### config.mk
export PLATFORM = sky130hd
export DESIGN_NAME = instruction_cache
export DESIGN_NICKNAME = d
export VERILOG_FILES = /design/src/rtl/instruction_cache_pkg.sv /design/src/rtl/instruction_cache_store.sv /design/src/rtl/instruction_cache.sv
export SDC_FILE = /design/constraint.sdc
export NUM_CORES = 2
export LEC_CHECK = 0
export CAP_MARGIN = 20
export CORE_MARGIN = 2
export CORE_UTILIZATION = 60
export DETAILED_ROUTE_END_ITERATION = 8
export HOLD_SLACK_MARGIN = 0.15
export PLACE_DENSITY = 0.77
export SLEW_MARGIN = 20
export SYNTH_ARGS = -nofsm -noshare
export SYNTH_HDL_FRONTEND = slang
export SYNTH_HIERARCHICAL = 1
export SYNTH_SLANG_ARGS = --single-unit
### constraint.sdc
create_clock -name clock -period 11.5 [get_ports clock]
set_clock_uncertainty 0.05 [all_clocks]
set_input_delay 2.3 -clock clock [delete_from_list [all_inputs] [get_ports clock]]
set_output_delay 2.3 -clock clock [all_outputs]
set_load 0.1 [all_outputs]
### src/rtl/instruction_cache_pkg.sv
// Shared definitions for the direct-mapped instruction cache:
// geometry defaults, derived address-field widths and FSM states.
package instruction_cache_pkg;

  localparam int ICACHE_LINE_COUNT     = 16;
  localparam int ICACHE_WORDS_PER_LINE = 4;

  localparam int ICACHE_OFFSET_W = $clog2(ICACHE_WORDS_PER_LINE);
  localparam int ICACHE_INDEX_W  = $clog2(ICACHE_LINE_COUNT);
  localparam int ICACHE_TAG_W    = 32 - 2 - ICACHE_OFFSET_W - ICACHE_INDEX_W;

  typedef enum logic {
    ICACHE_IDLE = 1'b0,
    ICACHE_FILL = 1'b1
  } icache_state_e;

endpackage

### src/rtl/instruction_cache_store.sv
// Valid/tag/data arrays of the instruction cache: one combinational read
// port, one word write port with tag update, and a whole-cache flush.
module instruction_cache_store
  import instruction_cache_pkg::*;
#(
  parameter int LINE_COUNT     = ICACHE_LINE_COUNT,
  parameter int WORDS_PER_LINE = ICACHE_WORDS_PER_LINE,
  localparam int OW = $clog2(WORDS_PER_LINE),
  localparam int IW = $clog2(LINE_COUNT),
  localparam int TW = 32 - 2 - OW - IW
) (
  input  logic          clock,
  input  logic          reset,
  input  logic          flush,
  input  logic [IW-1:0] rd_index,
  input  logic [OW-1:0] rd_offset,
  output logic          rd_valid,
  output logic [TW-1:0] rd_tag,
  output logic [31:0]   rd_word,
  input  logic          wr_en,
  input  logic [IW-1:0] wr_index,
  input  logic [OW-1:0] wr_offset,
  input  logic [31:0]   wr_word,
  input  logic          tag_en,
  input  logic [TW-1:0] tag_value,
  input  logic          set_valid
);

  logic [LINE_COUNT-1:0] valid;
  logic [TW-1:0]         tags  [LINE_COUNT];
  logic [31:0]           words [LINE_COUNT][WORDS_PER_LINE];

  // Flush wins over a same-edge valid set so a flushed fill never goes live.
  always_ff @(posedge clock or negedge reset) begin
    if (!reset)         valid <= '0;
    else if (flush)     valid <= '0;
    else if (set_valid) valid[wr_index] <= 1'b1;
  end

  always_ff @(posedge clock) begin
    if (wr_en)  words[wr_index][wr_offset] <= wr_word;
    if (tag_en) tags[wr_index] <= tag_value;
  end

  assign rd_valid = valid[rd_index];
  assign rd_tag   = tags[rd_index];
  assign rd_word  = words[rd_index][rd_offset];

endmodule

### src/rtl/instruction_cache.sv
// Direct-mapped read-only instruction cache: combinational hit path to the
// cpu ROM port, stall on miss, and a burst line fill from the memory bus.
module instruction_cache
  import instruction_cache_pkg::*;
#(
  parameter int LINE_COUNT     = ICACHE_LINE_COUNT,
  parameter int WORDS_PER_LINE = ICACHE_WORDS_PER_LINE
) (
  input  logic        clock,
  input  logic        reset,
  input  logic        chip_enable,
  input  logic [31:0] address,
  output logic [31:0] data,
  output logic        stall_request,
  input  logic        flush,
  output logic        mem_request,
  output logic [31:0] mem_address,
  input  logic        mem_ready,
  input  logic [31:0] mem_data
);

  localparam int OW = $clog2(WORDS_PER_LINE);
  localparam int IW = $clog2(LINE_COUNT);
  localparam int TW = 32 - 2 - OW - IW;

  icache_state_e    state, state_next;
  logic [OW-1:0]    beat, beat_next;
  logic [TW+IW-1:0] base, base_next;
  logic             flushed, flushed_next;

  logic [IW-1:0] addr_index;
  logic [OW-1:0] addr_offset;
  logic [TW-1:0] addr_tag;
  logic          rd_valid;
  logic [TW-1:0] rd_tag;
  logic [31:0]   rd_word;
  logic          hit, accept, last_beat;

  assign addr_offset = address[2 +: OW];
  assign addr_index  = address[OW+2 +: IW];
  assign addr_tag    = address[31 -: TW];

  assign hit       = chip_enable && rd_valid && (rd_tag == addr_tag) && (state == ICACHE_IDLE);
  assign accept    = (state == ICACHE_FILL) && mem_ready;
  assign last_beat = (beat == OW'(WORDS_PER_LINE - 1));

  instruction_cache_store #(
    .LINE_COUNT     (LINE_COUNT),
    .WORDS_PER_LINE (WORDS_PER_LINE)
  ) store (
    .clock     (clock),
    .reset     (reset),
    .flush     (flush),
    .rd_index  (addr_index),
    .rd_offset (addr_offset),
    .rd_valid  (rd_valid),
    .rd_tag    (rd_tag),
    .rd_word   (rd_word),
    .wr_en     (accept),
    .wr_index  (base[IW-1:0]),
    .wr_offset (beat),
    .wr_word   (mem_data),
    .tag_en    (accept && last_beat),
    .tag_value (base[TW+IW-1:IW]),
    .set_valid (accept && last_beat && !flush && !flushed)
  );

  always_ff @(posedge clock or negedge reset) begin
    if (!reset) begin
      state   <= ICACHE_IDLE;
      beat    <= '0;
      flushed <= 1'b0;
    end else begin
      state   <= state_next;
      beat    <= beat_next;
      flushed <= flushed_next;
    end
  end

  // Line base is pure data; outputs that expose it are state-gated.
  always_ff @(posedge clock) base <= base_next;

  always_comb begin
    state_next   = state;
    beat_next    = beat;
    base_next    = base;
    flushed_next = flushed;
    case (state)
      ICACHE_IDLE: begin
        if (chip_enable && !hit) begin
          state_next   = ICACHE_FILL;
          beat_next    = '0;
          base_next    = address[31:OW+2];
          flushed_next = 1'b0;
        end
      end
      ICACHE_FILL: begin
        if (flush) flushed_next = 1'b1;
        if (mem_ready) begin
          beat_next = beat + 1'b1;
          if (last_beat) state_next = ICACHE_IDLE;
        end
      end
      default: state_next = ICACHE_IDLE;
    endcase
  end

  assign mem_request   = (state == ICACHE_FILL);
  assign mem_address   = mem_request ? {base, beat, 2'b00} : 32'h0;
  // Held reset silences the cpu-facing outputs even with a fetch pending.
  assign stall_request = reset && ((state == ICACHE_FILL) || (chip_enable && !hit));
  assign data          = (reset && hit) ? rd_word : 32'h0;

endmodule
==> impl_metrics.ini <==
[sta]
rsz0062_at_grt = false
fmax_mhz = 104
period_share = 0.835
slew-limit-headroom = 0.218
layout_setup_ws_ps = 1900
final.min_clock_period_ps = 9600
setup_violations = 0
setup-tns-final_ps = 0
report.final.hold_viol_count = 0
finalMaxSlewViolations = 0
worstMarginPinSlew_ps = 1140

[worst_setup_path]
cp_max_fo = 56
worst_r2r_startpoint = store/tags[4][19]
critical_path_class = input port to output pin
cp.arrival_ps = 7250
worstSetupEndpointType = output pin
cp-start-kind = input port
rrSetupSlack_ps = 7480
reg2reg_depth = 7
reg2reg_to = base[5]
cp.required_ps = 9150

[clock_network]
postCtsHoldBufs = 0
cts_max_path_buffers = 3
cts_made_buffers = 230
cts-htree-levels = 4
cts_tree = yes
cts_setup_buffers = 0
cts_resized = 0
cts_root_buffer = clkbuf_16
cts.sinks = 2480
clock_latency_ps = 900
clkTransAtPathRegs_ps = 60

[routing]
wire_per_inst_um = 35.8
drcViolationCount = 0
wl_met3_um = 28800
drt_iter0_drc = 7077
ant_nets = 0
wl_met2_um = 117000
drt-vias-per-instance = 7.07
vias = 47200
finalWirelength_um = 239000
drt-met1-wl_um = 83200
drt_pass1_iterations = 6
highest_layer = met5

[finish]
final_cell_mix = 2460 x edfxtp_1, 616 x mux4_2, 231 x clkbuf_16, 170 x buf_4, 148 x o22ai_1
fillers = 9176
multiInputGateArea_mm2 = 0.0198
fin_area_mm2 = 0.107
layout.nets = 4474
finalNonFillerCells = 6676
syn_to_final_growth_pct = 12.5
drive_gt1_frac = 0.282
seqCellArea_mm2 = 0.0744
utilization = 0.677
final_common_cell = edfxtp_1

[worst_hold_path]
holdPathStages = 2
hold_start = store/valid[4]
hold_path_end = store/valid[4]
hold_class = flop to flop

[power]
vdd_drop_max_mv = 0.192
power_leakage_nw = 33.0
power_density_mw_per_mm2 = 182

[synth]
synth_ff_type = edfxtp_1
yosysWarnings = 6
syn_inst = 4158
syn_area_mm2 = 0.0950
ys_ff_latch = 2480
avgSynthCellArea_um2 = 22.9
ys_types = 55
postSynth.asyncResetShare = 0.00806
yosysSeqAreaShare = 0.783
synth_edf_count = 2460

[floorplan]
coreArea_mm2 = 0.158
io_pins = 135
dieArea_mm2 = 0.162
rows = 146
die_h_um = 402
die_x_um = 402
initial_core_util = 0.602

[global_routing]
grt_antenna_before_repair = 3
grt_pass1_vias = 48100
grt_use_total = 0.298
grt_max_degree = 150
gr-total-overflow = 0
grt_pass1_wl_um = 341000

[placement]
placed_area_mm2 = 0.0990
dp_hpwl_um = 119000
port_buffers = 130
gp_congestion = 0.834
place_ws_ps = 1820
place_inst = 6241

[flow_run]
drv_cap = 0

[run_status]
outcome = finished clean
==> registers in the layout, indices dropped and copies added, names as in the netlist <==
signal	flops
store/words	2048
store/tags	384
beat	2
store/valid	16
mem_request	1
base	28
flushed	1
==> worst max-delay path: stages <==
cell,delay (ps)
buf_8,390
buf_4,650
mux4_2,600
mux4_2,490
xor2_1,170
nor4_2,720
nand3_2,500
buf_4,450
nor4_2,390
buf_4,380
==> stage by stage <==
step / hold slack [ps] / total power, mW
4_1_cts: 454 / 19.5
2_1_floorplan: 407 / 11.2
3_3_place_gp: 422 / 11.8
3_5_place_dp: 439 / 11.8
6_report: 456 / 19.4
5_1_grt: 482 / 19.9
==> synth_stat cells (3+ instances only) <==
cell / number / area share
mux4_2: 616 / 0.15
nor4_1: 33 / 0.0022
buf_6: 20 / 0.0024
nand2b_1: 11 / 0.00072
nand3_1: 25 / 0.0013
and2_1: 33 / 0.0022
a41oi_1: 6 / 0.00055
clkbuf_1: 108 / 0.0043
a2111oi_0: 3 / 0.00028
buf_1: 12 / 0.00047
a211oi_1: 30 / 0.0024
buf_4: 54 / 0.0043
nand4_1: 6 / 0.00040
mux2i_1: 41 / 0.0043
o221ai_1: 28 / 0.0026
or3_1: 3 / 0.00020
inv_1: 36 / 0.0014
o21ai_0: 28 / 0.0015
xor2_1: 11 / 0.0010
a22oi_1: 46 / 0.0036
or2_2: 4 / 0.00026
and3_1: 9 / 0.00059
and4_1: 4 / 0.00037
mux2_2: 24 / 0.0028
a31oi_1: 13 / 0.00086
o21a_1: 18 / 0.0014
o22a_1: 6 / 0.00055
dfrtp_1: 20 / 0.0053
o22ai_1: 148 / 0.0097
nor4_2: 27 / 0.0036
nand2_1: 27 / 0.0011
a21oi_1: 12 / 0.00063
nor2_1: 107 / 0.0042
xnor2_1: 13 / 0.0012
nor2b_1: 35 / 0.0023
edfxtp_1: 2460 / 0.78
buf_2: 48 / 0.0025
nor3_1: 11 / 0.00058
==> power breakdown <==
group          internal (mW)  leakage (nW)  total, mW  switching [mW]
clock                   4.40          3.77       7.78            3.39
sequential              10.1          22.4       10.2          0.0887
combinational          0.433          6.87       1.45            1.02
==> logic make-up after synthesis <==
family | count (synthesis) | synth area share
flops | 2480 | 0.783
xor+xnor | 24 | 0.00221
other cells | 1 | 0.0000395
simple gates | 345 | 0.0210
compound gates | 345 | 0.0247
fa+ha+maj | 1 | 0.000132
buf+inv | 279 | 0.0155
mux | 683 | 0.154
==> routing by layer <==
layer | up-vias | track usage
met2 | 3562 | 0.474
met3 | 576 | 0.0736
li1 | 18300 | -
met5 | - | 0
met4 | 4 | 0.117
met1 | 24800 | 0.403
==> final cells by class <==
type	count	share of cell area
well taps	2072	0.0243
multi-input cells	1400	0.185
clock buffers	272	0.0557
repair buffers	256	0.0204
clock inverters	156	0.0172
diodes	4	0.0000936
flip-flops and latches	2480	0.696
inverters	36	0.00126
==> worst max-delay path by stage <==
stage,startpoint,end,slack (ps),cells after the start
4_1_cts,address[4],data[22],1800,11
6_report,address[4],data[30],1900,10
5_1_grt,address[4],data[22],1570,11
2_1_floorplan,address[5],data[20],1410,11
3_5_place_dp,address[4],data[27],1820,11
3_3_place_gp,address[4],data[22],1840,11
No activity file was read; power rests on OpenSTA's default activity.
